<file path="src/rtl/dsp_spi_frontend.sv">
`timescale 1ns/1ps
`default_nettype none
// ============================================================================
//  Module      : dsp_spi_frontend
//  Description : SPI slave front-end (mode 0) for the dsp block. All SPI pins
//                are oversampled in the i_CLK domain. Host write payloads are
//                deserialised into a one-byte holding register. Each byte is
//                handed to dsp as a one-cycle o_SPI_VALID strobe once one of
//                the dsp ack flags is high. The result snapshot or a status
//                byte is serialised back to the host on MISO.
//  Ports       : i_CLK, i_RST          - system clock, sync active-high reset
//                i_SPI_SCK/CS_N/MOSI   - host SPI pins (asynchronous)
//                o_SPI_MISO            - slave data out, MSB first
//                o_SPI_VALID/o_SPI_DATA- byte strobe and zero-extended byte
//                i_*_ACK               - dsp ready flags
//                i_RESULT              - dsp accumulate result
//  Commands    : 0x01 write byte, 0x02 read result, 0x03 read status
//  Revision    : 1.0 - initial release
// ============================================================================
module dsp_spi_frontend #(
  parameter int BUS_WIDTH    = 32,
  parameter int DATA_WIDTH   = 8,
  parameter int OUTPUT_WIDTH = 32
) (
  input  logic                    i_CLK,
  input  logic                    i_RST,
  input  logic                    i_SPI_SCK,
  input  logic                    i_SPI_CS_N,
  input  logic                    i_SPI_MOSI,
  output logic                    o_SPI_MISO,
  output logic                    o_SPI_VALID,
  output logic [BUS_WIDTH-1:0]    o_SPI_DATA,
  input  logic                    i_WEIGHT_ACK,
  input  logic                    i_DATA_ACK,
  input  logic                    i_CONV_ACK,
  input  logic [OUTPUT_WIDTH-1:0] i_RESULT
);

  localparam int                 c_CNT_W     = $clog2(OUTPUT_WIDTH + 1);
  localparam logic [c_CNT_W-1:0] c_CMD_LAST  = c_CNT_W'(7);
  localparam logic [c_CNT_W-1:0] c_DATA_LAST = c_CNT_W'(DATA_WIDTH - 1);
  localparam logic [c_CNT_W-1:0] c_ST_LAST   = c_CNT_W'(7);
  localparam logic [c_CNT_W-1:0] c_CNT_SAT   = c_CNT_W'(OUTPUT_WIDTH);

  typedef enum logic [2:0] {
    S_IDLE     = 3'd0,
    S_CMD      = 3'd1,
    S_WR_DATA  = 3'd2,
    S_RD_SHIFT = 3'd3,
    S_ST_SHIFT = 3'd4,
    S_IGNORE   = 3'd5
  } state_t;

  // --------------------------------------------------------------------------
  // Pin synchronisers. The third SCK/CS flop gives edge detection. CS resets
  // high so a frame already in progress across reset is not picked up halfway.
  // --------------------------------------------------------------------------
  logic [2:0] r_sck_sync;
  logic [2:0] r_cs_sync;
  logic [1:0] r_mosi_sync;

  always_ff @(posedge i_CLK) begin
    if (i_RST) begin
      r_sck_sync  <= 3'b000;
      r_cs_sync   <= 3'b111;
      r_mosi_sync <= 2'b00;
    end else begin
      r_sck_sync  <= {r_sck_sync[1:0], i_SPI_SCK};
      r_cs_sync   <= {r_cs_sync[1:0], i_SPI_CS_N};
      r_mosi_sync <= {r_mosi_sync[0], i_SPI_MOSI};
    end
  end

  logic w_sck_rise, w_sck_fall, w_cs_n, w_cs_fall, w_mosi;
  assign w_sck_rise = r_sck_sync[1] & ~r_sck_sync[2];
  assign w_sck_fall = ~r_sck_sync[1] & r_sck_sync[2];
  assign w_cs_n     = r_cs_sync[1];
  assign w_cs_fall  = ~r_cs_sync[1] & r_cs_sync[2];
  assign w_mosi     = r_mosi_sync[1];

  // --------------------------------------------------------------------------
  // Datapath / FSM state
  // --------------------------------------------------------------------------
  state_t                  r_state;
  logic [c_CNT_W-1:0]      r_bit_cnt;
  logic [DATA_WIDTH-1:0]   r_shift_in;
  logic [OUTPUT_WIDTH-1:0] r_shift_out;
  logic [DATA_WIDTH-1:0]   r_hold;
  logic                    r_pending;
  logic                    r_ovf;
  logic                    r_miso;
  logic                    r_valid;
  logic [BUS_WIDTH-1:0]    r_data;

  logic [DATA_WIDTH-1:0]   w_shift_next;
  logic [7:0]              w_status;
  logic                    w_issue;

  assign w_shift_next = {r_shift_in[DATA_WIDTH-2:0], w_mosi};
  assign w_status     = {4'b0000, r_ovf, i_CONV_ACK, i_DATA_ACK, i_WEIGHT_ACK};
  // The ~r_valid term guarantees a idle cycle between strobes so the dsp ack
  // has time to drop before another byte can be issued.
  assign w_issue      = r_pending & (i_WEIGHT_ACK | i_DATA_ACK | i_CONV_ACK) & ~r_valid;

  always_ff @(posedge i_CLK) begin
    if (i_RST) begin
      r_state     <= S_IDLE;
      r_bit_cnt   <= '0;
      r_shift_in  <= '0;
      r_shift_out <= '0;
      r_hold      <= '0;
      r_pending   <= 1'b0;
      r_ovf       <= 1'b0;
      r_miso      <= 1'b0;
      r_valid     <= 1'b0;
      r_data      <= '0;
    end else begin
      // Issue path runs independently of the SPI framing.
      r_valid <= w_issue;
      if (w_issue) begin
        r_data    <= BUS_WIDTH'(r_hold);
        r_pending <= 1'b0;
      end

      if (w_cs_n) begin
        // Deselect aborts whatever is in flight; partial bytes are lost.
        r_state   <= S_IDLE;
        r_bit_cnt <= '0;
        r_miso    <= 1'b0;
      end else if (w_cs_fall) begin
        r_state   <= S_CMD;
        r_bit_cnt <= '0;
        r_miso    <= 1'b0;
      end else begin
        case (r_state)
          S_CMD: begin
            if (w_sck_rise) begin
              r_shift_in <= w_shift_next;
              if (r_bit_cnt == c_CMD_LAST) begin
                r_bit_cnt <= '0;
                case (w_shift_next[7:0])
                  8'h01: r_state <= S_WR_DATA;
                  8'h02: begin
                    r_state     <= S_RD_SHIFT;
                    r_shift_out <= i_RESULT;
                    r_miso      <= i_RESULT[OUTPUT_WIDTH-1];
                  end
                  8'h03: begin
                    r_state     <= S_ST_SHIFT;
                    r_shift_out <= OUTPUT_WIDTH'(w_status) << (OUTPUT_WIDTH - 8);
                    r_miso      <= w_status[7];
                  end
                  default: r_state <= S_IGNORE;
                endcase
              end else begin
                r_bit_cnt <= r_bit_cnt + c_CNT_W'(1);
              end
            end
          end

          S_WR_DATA: begin
            if (w_sck_rise) begin
              r_shift_in <= w_shift_next;
              if (r_bit_cnt == c_DATA_LAST) begin
                r_bit_cnt <= '0;
                r_state   <= S_CMD;
                // A byte leaving on this same cycle frees the holding register.
                if (!r_pending || w_issue) begin
                  r_hold    <= w_shift_next;
                  r_pending <= 1'b1;
                end else begin
                  r_ovf <= 1'b1;
                end
              end else begin
                r_bit_cnt <= r_bit_cnt + c_CNT_W'(1);
              end
            end
          end

          S_RD_SHIFT, S_ST_SHIFT: begin
            // r_bit_cnt counts host sample edges. The MSB is already on MISO
            // from the decode cycle, so the fall before the first sample edge
            // must not advance the register. Once everything is shifted out
            // the register holds zeros and MISO idles low.
            if (w_sck_rise) begin
              if (r_bit_cnt != c_CNT_SAT)
                r_bit_cnt <= r_bit_cnt + c_CNT_W'(1);
              if (r_state == S_ST_SHIFT && r_bit_cnt == c_ST_LAST)
                r_ovf <= 1'b0;
            end else if (w_sck_fall && r_bit_cnt != '0) begin
              r_shift_out <= {r_shift_out[OUTPUT_WIDTH-2:0], 1'b0};
              r_miso      <= r_shift_out[OUTPUT_WIDTH-2];
            end
          end

          default: begin
            // IDLE and IGNORE: MISO stays low until the next frame.
            r_miso <= 1'b0;
          end
        endcase
      end
    end
  end

  assign o_SPI_MISO  = r_miso;
  assign o_SPI_VALID = r_valid;
  assign o_SPI_DATA  = r_data;

endmodule
`default_nettype wire

</file>
<file path="config.mk">
export PLATFORM = sky130hd
export DESIGN_NAME = dsp_spi_frontend
export DESIGN_NICKNAME = d
export VERILOG_FILES = /design/src/rtl/dsp_spi_frontend.sv
export SDC_FILE = /design/constraint.sdc
export NUM_CORES = 1
export LEC_CHECK = 0
export CAP_MARGIN = 20
export CORE_MARGIN = 4
export CORE_UTILIZATION = 45
export DETAILED_ROUTE_END_ITERATION = 7
export PLACE_DENSITY = 0.69
export SETUP_SLACK_MARGIN = 0.1
export SYNTH_ARGS = -nofsm -noshare
export SYNTH_HDL_FRONTEND = slang
export SYNTH_SLANG_ARGS = --single-unit
</file>
<file path="constraint.sdc">
create_clock -name i_CLK -period 5.1 [get_ports i_CLK]
set_input_delay 1.53 -clock i_CLK [delete_from_list [all_inputs] [get_ports i_CLK]]
set_output_delay 1.53 -clock i_CLK [all_outputs]
set_load 0.01 [all_outputs]
</file>
== After elaboration in Yosys (flattened, before gate mapping) ==
Cells that the tools add are included.
Storage, ports and cells
  bits in registers: 75
  input bits: 40
  logic and storage cells: 112
Cells by class
  $add $sub $neg: 1
  equality and inequality tests: 25
  muxes and demuxes: 37
  bitwise logic cells: 13
  reduce and logical (&&, ||, !) cells: 22
Operators with widths (number)
  31-bit two-way mux: 4
  31-bit one-hot mux with 2 select lines: 2
  6-bit two-way mux: 4
  2-bit inequality test (second input constant): 10
  1-bit two-way mux: 17
  8-bit by 2-bit == test with 1-bit output (second input constant): 2
  8-bit AND reduction: 2
  3-bit two-way mux: 4
  3-bit inequality test (second input constant): 4
  6-bit one-hot mux with 2 select lines: 1
  6-bit AND reduction: 2
  5-bit AND reduction: 2
  3-bit one-hot mux with 3 select lines: 1
  8-bit by 1-bit == test with 1-bit output (second input constant): 1
  4-bit AND reduction: 2
  2-bit nonzero test: 4
  6-bit by 1-bit adder with 6-bit output (second input constant): 1
  3-bit by 2-bit == test with 1-bit output (second input constant): 2
  6-bit by 3-bit == test with 1-bit output (second input constant): 1
  6-bit inequality test (second input constant): 1
  1-bit inverter: 6
  3-bit one-hot mux with 2 select lines: 1
  6-bit nonzero test: 1
  2-bit OR reduction: 3
  13 further kinds: 20

== Logic depth before layout (Yosys ltp) ==
Gate-level depths: netlist of the first run.
  depth in word-level cells: 11
  mapped depth: 9
  depth with buffers taken out: 7

== Worst setup path before layout of the first run ==
Ideal clock, no wire load.
  kind: input -> register
  start: input i_RST
  end: register r_bit_cnt[4]
  library setup time: 0.059 ns
  arrival time: 2.589 ns
  required time: 5.041 ns
  path slack: 2.452 ns
  stages on the path: 4
  buffers on the path: 1
  cells stage by stage: or3_1 > buf_1 > or4_1 > nand2_1
On the way
  longest elaborated chain between the ends: 1
RTL lines
  start, declared: RTL line 26  | input logic i_RST,
  3-bit OR reduction (no source line)
  end signal, assigned: RTL line 156  | r_bit_cnt <= r_bit_cnt + c_CNT_W'(1);
  end signal, assigned: RTL line 175  | r_bit_cnt <= r_bit_cnt + c_CNT_W'(1);
  end signal, assigned: RTL line 187  | r_bit_cnt <= r_bit_cnt + c_CNT_W'(1);
  end, declared: RTL line 85  | logic [c_CNT_W-1:0] r_bit_cnt;
No other way between the ends.
A chain may end at the register's enable or synchronous reset.

== Worst setup path in the final report of the first run ==
  start: input i_CONV_ACK
  end: register r_hold[4]
On the way
  longest elaborated chain between the ends: 5
RTL lines
  start, declared: RTL line 35  | input logic i_CONV_ACK,
  1-bit OR: RTL line 103  | assign w_issue = r_pending & (i_WEIGHT_ACK | i_DATA_ACK | i_CONV_ACK) & ~r_valid;
  1-bit bitwise AND (2 in a row): RTL line 103
  1-bit logical OR: RTL line 168  | if (!r_pending || w_issue) begin
  6-bit AND reduction (no source line)
  end signal, assigned: RTL line 169  | r_hold <= w_shift_next;
  end, declared: RTL line 88  | logic [DATA_WIDTH-1:0] r_hold;
No other way between the ends.

==> results of run 1 <==
==> worst max path at each step <==
stage / end / slack [ns] / cells past startpoint
detailed placement: r_hold[4]$_SDFFE_PP0P_ / 1.85 / 6
global route: r_hold[7]$_SDFFE_PP0P_ / 2.02 / 6
finish: r_hold[4]$_SDFFE_PP0P_ / 2.20 / 6
CTS: r_hold[7]$_SDFFE_PP0P_ / 2.21 / 6
global placement: r_hold[3]$_SDFFE_PP0P_ / 1.94 / 6
floorplan: r_bit_cnt[4]$_SDFFE_PP0P_ / 2.45 / 4
==> layout by cell type (no fill, tap or decap), types with 5 or more instances in the layout <==
| cell type | synthesis | layout |
|---|---|---|
| nor3_1 | 31 | 31 |
| o21ai_0 | 8 | 8 |
| clkdlybuf4s50_1 | 0 | 48 |
| clkbuf_8 | 0 | 10 |
| nor2_1 | 62 | 62 |
| or3_1 | 5 | 5 |
| nand3_1 | 7 | 7 |
| a221oi_1 | 26 | 26 |
| a21oi_1 | 8 | 8 |
| nand2_1 | 11 | 11 |
| mux2i_1 | 26 | 26 |
| nor3b_1 | 5 | 5 |
| inv_1 | 7 | 7 |
| nor2b_1 | 6 | 6 |
| dfxtp_1 | 75 | 75 |
| conb_1 | 1 | 24 |
==> critical path, cell delays in order <==
cell             delay [ns]
clkdlybuf4s50_1        0.41
nor3_1                 0.27
o21ai_0                0.19
nand2b_1               0.40
mux2i_1                0.26
nor2_1                 0.05
==> per-stage QoR <==
step	cells	cell area (µm²)	hold WS (ns)	power (µW)	utilization (%)
6_report	519	4070	0.426	1090	55.2
5_1_grt	519	4070	0.449	1140	55.2
4_1_cts	518	4040	0.432	1110	54.8
3_5_place_dp	502	3850	0.402	661	52.2
2_1_floorplan	399	3540	0.389	641	-
3_3_place_gp	501	3830	0.402	661	52.0
==> cells by family after synthesis <==
family          count (synthesis)  synth area share (%)
simple gates                  150                  21.9
flops                          75                  43.5
compound gates                 61                  14.1
buf+inv                        56                  10.6
mux                            29                  8.52
fa+ha+maj                       2                 0.725
xor+xnor                        2                 0.508
other cells                     1                 0.109
==> registers in the layout, summed over array words and instances (netlist names) <==
register,cells
r_sck_sync,3
r_shift_in,7
o_SPI_VALID,1
r_cs_sync,3
o_SPI_DATA,8
r_hold,8
r_shift_out,31
r_ovf,1
o_SPI_MISO,1
r_state,3
r_bit_cnt,6
r_mosi_sync,2
r_pending,1
==> layout make-up <==
| cell class | count | area, µm² | share of cell area [%] |
|---|---|---|---|
| Clock inverter | 5 | 52.6 | 1.29 |
| Tap cell | 99 | 124 | 3.05 |
| Multi-Input combinational cell | 268 | 1670 | 41.1 |
| Clock buffer | 11 | 141 | 3.48 |
| Inverter | 7 | 26.3 | 0.646 |
| Sequential cell | 75 | 1500 | 36.9 |
| Timing Repair Buffer | 54 | 551 | 13.5 |
==> where the power goes <==
part | internal, µW | total [µW] | switching (µW)
sequential | 588 | 591 | 2.52
combinational | 31.6 | 57.7 | 26.1
clock | 237 | 444 | 207
==> per-layer routing <==
layer  up-vias  share of wire [%]
met2        63                 46
li1       1376                  -
met1      1320                 48
met5         -                  0
met3         6                4.1
met4         0                1.2
==> impl_metrics.tcl, run 1 <==
set metrics [dict create \
    ys_ff_latch 75 \
    htree_levels 3 \
    ys_top_cells_by_count "75 x dfxtp_1, 62 x nor2_1, 31 x nor3_1" \
    rows 31 \
    met3_usage_pct 2.60 \
    hold_viol_final 0 \
    ys_types 52 \
    ff2ff_path_depth 7 \
    place_ws_ns 1.85 \
    grt_usage_pct 16.7 \
    core_area_mm2 0.00737 \
    n_fill_cell 670 \
    hp-class "flop to flop" \
    worst_setup_path_start_kind "input port" \
    holdCritStartpoint "r_cs_sync[0]$_SDFF_PP1_" \
    min_to "r_cs_sync[1]$_SDFF_PP1_" \
    grt_pass1_wl_um 12000 \
    area_growth_pct 17.8 \
    grt_busiest_layer "met2" \
    worstReg2RegStart "r_bit_cnt[0]$_SDFFE_PP0P_" \
    post-route-worst-setup-slack_ns 2.20 \
    cts_tree "done" \
    skew_ns 0.0102 \
    cts-root-buf "clkbuf_8" \
    synth_top_cell_by_area "dfxtp_1" \
    die_x_um 95.6 \
    period_share_pct 56.8 \
    period_needed_ns 2.90 \
    postSynthAreaPerCell_um2 9.18 \
    p_leak_uw 0.00148 \
    end_kind "flop" \
    hold_buffers 0 \
    yosysMostFrequentCell "dfxtp_1" \
    dpl.hpwl_um 4940 \
    fmax_ghz 0.345 \
    diodes 0 \
    drtIter0Drc 163 \
    wire_per_inst_um 14.0 \
    wl_um 7270 \
    status "complete, no violations" \
    drc_errors 0 \
    first_pass_iters 5 \
    setup_viol 0 \
    cts_buffers 9 \
    cts_resized 0 \
    grtUsageMet2_pct 25.4 \
    post_cts_buffers 0 \
    synth_area_leaders "dfxtp_1 43%, mux2i_1 7.5%, nor2_1 6.7%" \
    vdd_drop_max_uv 148 \
    rsz0062_at_grt "no" \
    die_h_um 95.6 \
    place.gp.congestion 0.800 \
    path_class "input port to flop" \
    yosys_warnings 0 \
    synth-edff-count 0 \
    setup.worst_path.start "i_CONV_ACK" \
    fin_setup_tns_ns 0 \
    met1_usage_pct 22.8 \
    io_pins 74 \
    start_util_pct 46.8 \
    vias_per_cell 5.33 \
    worst_r2r_endpoint "r_shift_out[3]$_SDFFE_PP0P_" \
    vias 2765 \
    slew-limit-headroom_pct 31.9 \
    min_delay_path_depth 1 \
    max-cap-violations 0 \
    synthCells 376 \
    worst_pin_slew_ns 1.02 \
    yosys.area.top_type_share_pct 43.5 \
    yosys_most_used_dff "dfxtp_1" \
    cts_buffer_depth 2 \
    cp_max_fo 8 \
    clk_pin_slew_worst_paths_ns 0.07 \
    cellPowerDensity_mw_per_mm2 269 \
    dieArea_mm2 0.00914 \
    synth-async-reset-ratio_pct 0 \
    regToRegSetupSlack_ns 2.55 \
    seq_area_frac_synth_pct 43.5 \
    slew_violations 0 \
    gr-total-overflow 0 \
    clk_latency_ns 0.34 \
    layout-drive-gt1-share_pct 9.05 \
    syn_area_mm2 0.00345 \
    io_buffers 49 \
    grt_max_degree 53 \
    cts_num_sinks 75 \
    nets 457 \
    grt_pass1_vias 2568 \
    ant_nets 0 \
    worst_ep_required_time_ns 5.31 \
    grt_antenna_before_repair 0 \
    arrival_ns 3.11 \
]
Note: power is estimated with default switching activity, not from simulation.
==> inputs of run 2 (changes only) <==
Settings changed: PLACE_DENSITY 0.69 to 0.72.
Clock period 5.1 ns to 2.4 ns, I/O delays scaled along.
==> run 2 against run 1 <==
Die area unchanged. Hold slack worse by 0.0087 ns. Utilization up 0.068 points. Critical endpoint is now r_bit_cnt[3]$_SDFFE_PP0P_. Sequential share of layout area about the same. Clock power up 100%. Sequential power up 110%. First-iteration DRC count up 8.6%. Combinational power up 110%.
==> impl_metrics.tcl, run 2 (synthesis gave the netlist of run 1 again) <==
set metrics [dict create \
    status "complete, no violations" \
    skew_ns 0.00861 \
    min_delay_path_depth 1 \
    min_to "r_cs_sync[1]$_SDFF_PP1_" \
    post_cts_buffers 0 \
    wl_met2_um 3450 \
    setup.worst_path.start "r_state[2]$_SDFFE_PP0P_" \
    wl_met3_um 348 \
    wire_per_inst_um 14.0 \
    clk_pin_slew_worst_paths_ns 0.08 \
    arrival_ns 2.38 \
    cp_max_fo 31 \
    gr-total-overflow 0 \
    layout-drive-gt1-share_pct 9.93 \
    start_util_pct 46.8 \
    diodes 0 \
    period_share_pct 87.5 \
    dpl.hpwl_um 5050 \
    ff_latch_area_mm2 0.00150 \
    cts-root-buf "clkbuf_8" \
    path_class "flop to flop" \
    place.gp.congestion 0.886 \
    path_cells "or3b_4 > nand2_1 > buf_4 > nor3_1 > or3_1 > a21oi_1" \
    worst_pin_slew_ns 0.718 \
    cts_tree "done" \
    cpMaxStageDelayCell "dfxtp_1" \
    multi_input_area_mm2 0.00167 \
    end_kind "flop" \
    p_leak_uw 0.00149 \
    worst_r2r_endpoint "r_bit_cnt[3]$_SDFFE_PP0P_" \
    core_area_mm2 0.00737 \
    post-route-worst-setup-slack_ns 0.299 \
    fin_area_mm2 0.00407 \
    grt_antenna_before_repair 0 \
    io_buffers 49 \
    cts_resized 0 \
    ff2ff_path_depth 6 \
    clk_latency_ns 0.36 \
    setup_viol 0 \
    worstReg2RegStart "r_state[2]$_SDFFE_PP0P_" \
    vdd_drop_max_uv 349 \
    worst_ep_required_time_ns 2.68 \
    fmax_ghz 0.476 \
    place_ws_ns 0.125 \
    layout_common_cells "75 x dfxtp_1, 62 x nor2_1, 48 x clkdlybuf4s50_1, 31 x nor3_1" \
    max-cap-violations 0 \
    dpl_cell_area_mm2 0.00388 \
    cp_slowest_stage_delay_ns 0.52 \
    io_pins 74 \
    htree_levels 3 \
    die_x_um 95.6 \
    grt_pass1_wl_um 12100 \
    ant_nets 0 \
    fin_cells 522 \
    drtIter0Drc 177 \
    hold_viol_final 0 \
    regMostFlops "r_shift_out" \
    vias 2738 \
    cts_buffers 9 \
    cellPowerDensity_mw_per_mm2 560 \
    drc_errors 0 \
    grt_max_degree 35 \
    nets 460 \
    rsz0062_at_grt "no" \
    hp-class "flop to flop" \
    first_pass_iters 4 \
    vias_per_cell 5.25 \
    rows 31 \
    holdCritStartpoint "r_cs_sync[0]$_SDFF_PP1_" \
    dieArea_mm2 0.00914 \
    wl_met1_um 3400 \
    slew_violations 0 \
    largest_reg_flops 31 \
    cts_buffer_depth 2 \
    grt_pass1_vias 2534 \
    dp.cells 506 \
    period_needed_ns 2.10 \
    highest_layer "met4" \
    hold_buffers 0 \
    regToRegSetupSlack_ns 0.30 \
    area_growth_pct 18.0 \
    slew-limit-headroom_pct 52.2 \
    die_h_um 95.6 \
    cts_num_sinks 75 \
    n_fill_cell 686 \
    layout_commonest_cell "dfxtp_1" \
    wl_um 7330 \
    fin_setup_tns_ns 0 \
    grt_usage_pct 16.9 \
    worst_setup_path_start_kind "flop" \
]
-- run 2: worst max-delay path by stage --
| stage | endpoint | depth (start not counted) |
|---|---|---|
| 6_report | r_bit_cnt[3]$_SDFFE_PP0P_ | 6 |
| 4_1_cts | r_bit_cnt[3]$_SDFFE_PP0P_ | 6 |
| 2_1_floorplan | r_bit_cnt[4]$_SDFFE_PP0P_ | 4 |
| 3_5_place_dp | r_hold[4]$_SDFFE_PP0P_ | 7 |
| 5_1_grt | r_bit_cnt[3]$_SDFFE_PP0P_ | 6 |
| 3_3_place_gp | r_hold[3]$_SDFFE_PP0P_ | 7 |
-- run 2: layer usage --
layer  track usage (%)  vias to the layer above
met5                 0                        -
met4              8.18                        0
met2              25.5                       68
met1              23.3                     1280
met3              2.92                        9
li1                  -                     1381
-- run 2: area by class of cell --
type,count,share of cell area (%)
multi-input combinational,268,41.0
sequential,75,36.9
timing repair buffer,57,13.8
clock buffer,10,3.38
tap,99,3.04
clock inverter,6,1.23
inverter,7,0.645
-- run 2: metrics by stage --
step / power, µW / utilization [%] / hold slack [ns]
2_1_floorplan: 1360 / - / 0.389
3_3_place_gp: 1410 / 52.6 / 0.394
3_5_place_dp: 1410 / 52.7 / 0.401
4_1_cts: 2310 / 55.3 / 0.419
5_1_grt: 2370 / 55.3 / 0.445
6_report: 2280 / 55.3 / 0.417
-- run 2: worst max-delay path, delay by kind of cell (launching register included) --
family	cells	cell delay, ns
compound gates	1	0.12
buf+inv	1	0.33
flops	1	0.52
simple gates	4	1.05
-- run 2: power by group --
part           internal (µW)  switching (µW)  leakage [µW]
combinational           68.2            54.9      0.000793
sequential              1250            5.56      0.000605
clock                    412             492     0.0000891
total                   1730             553       0.00149
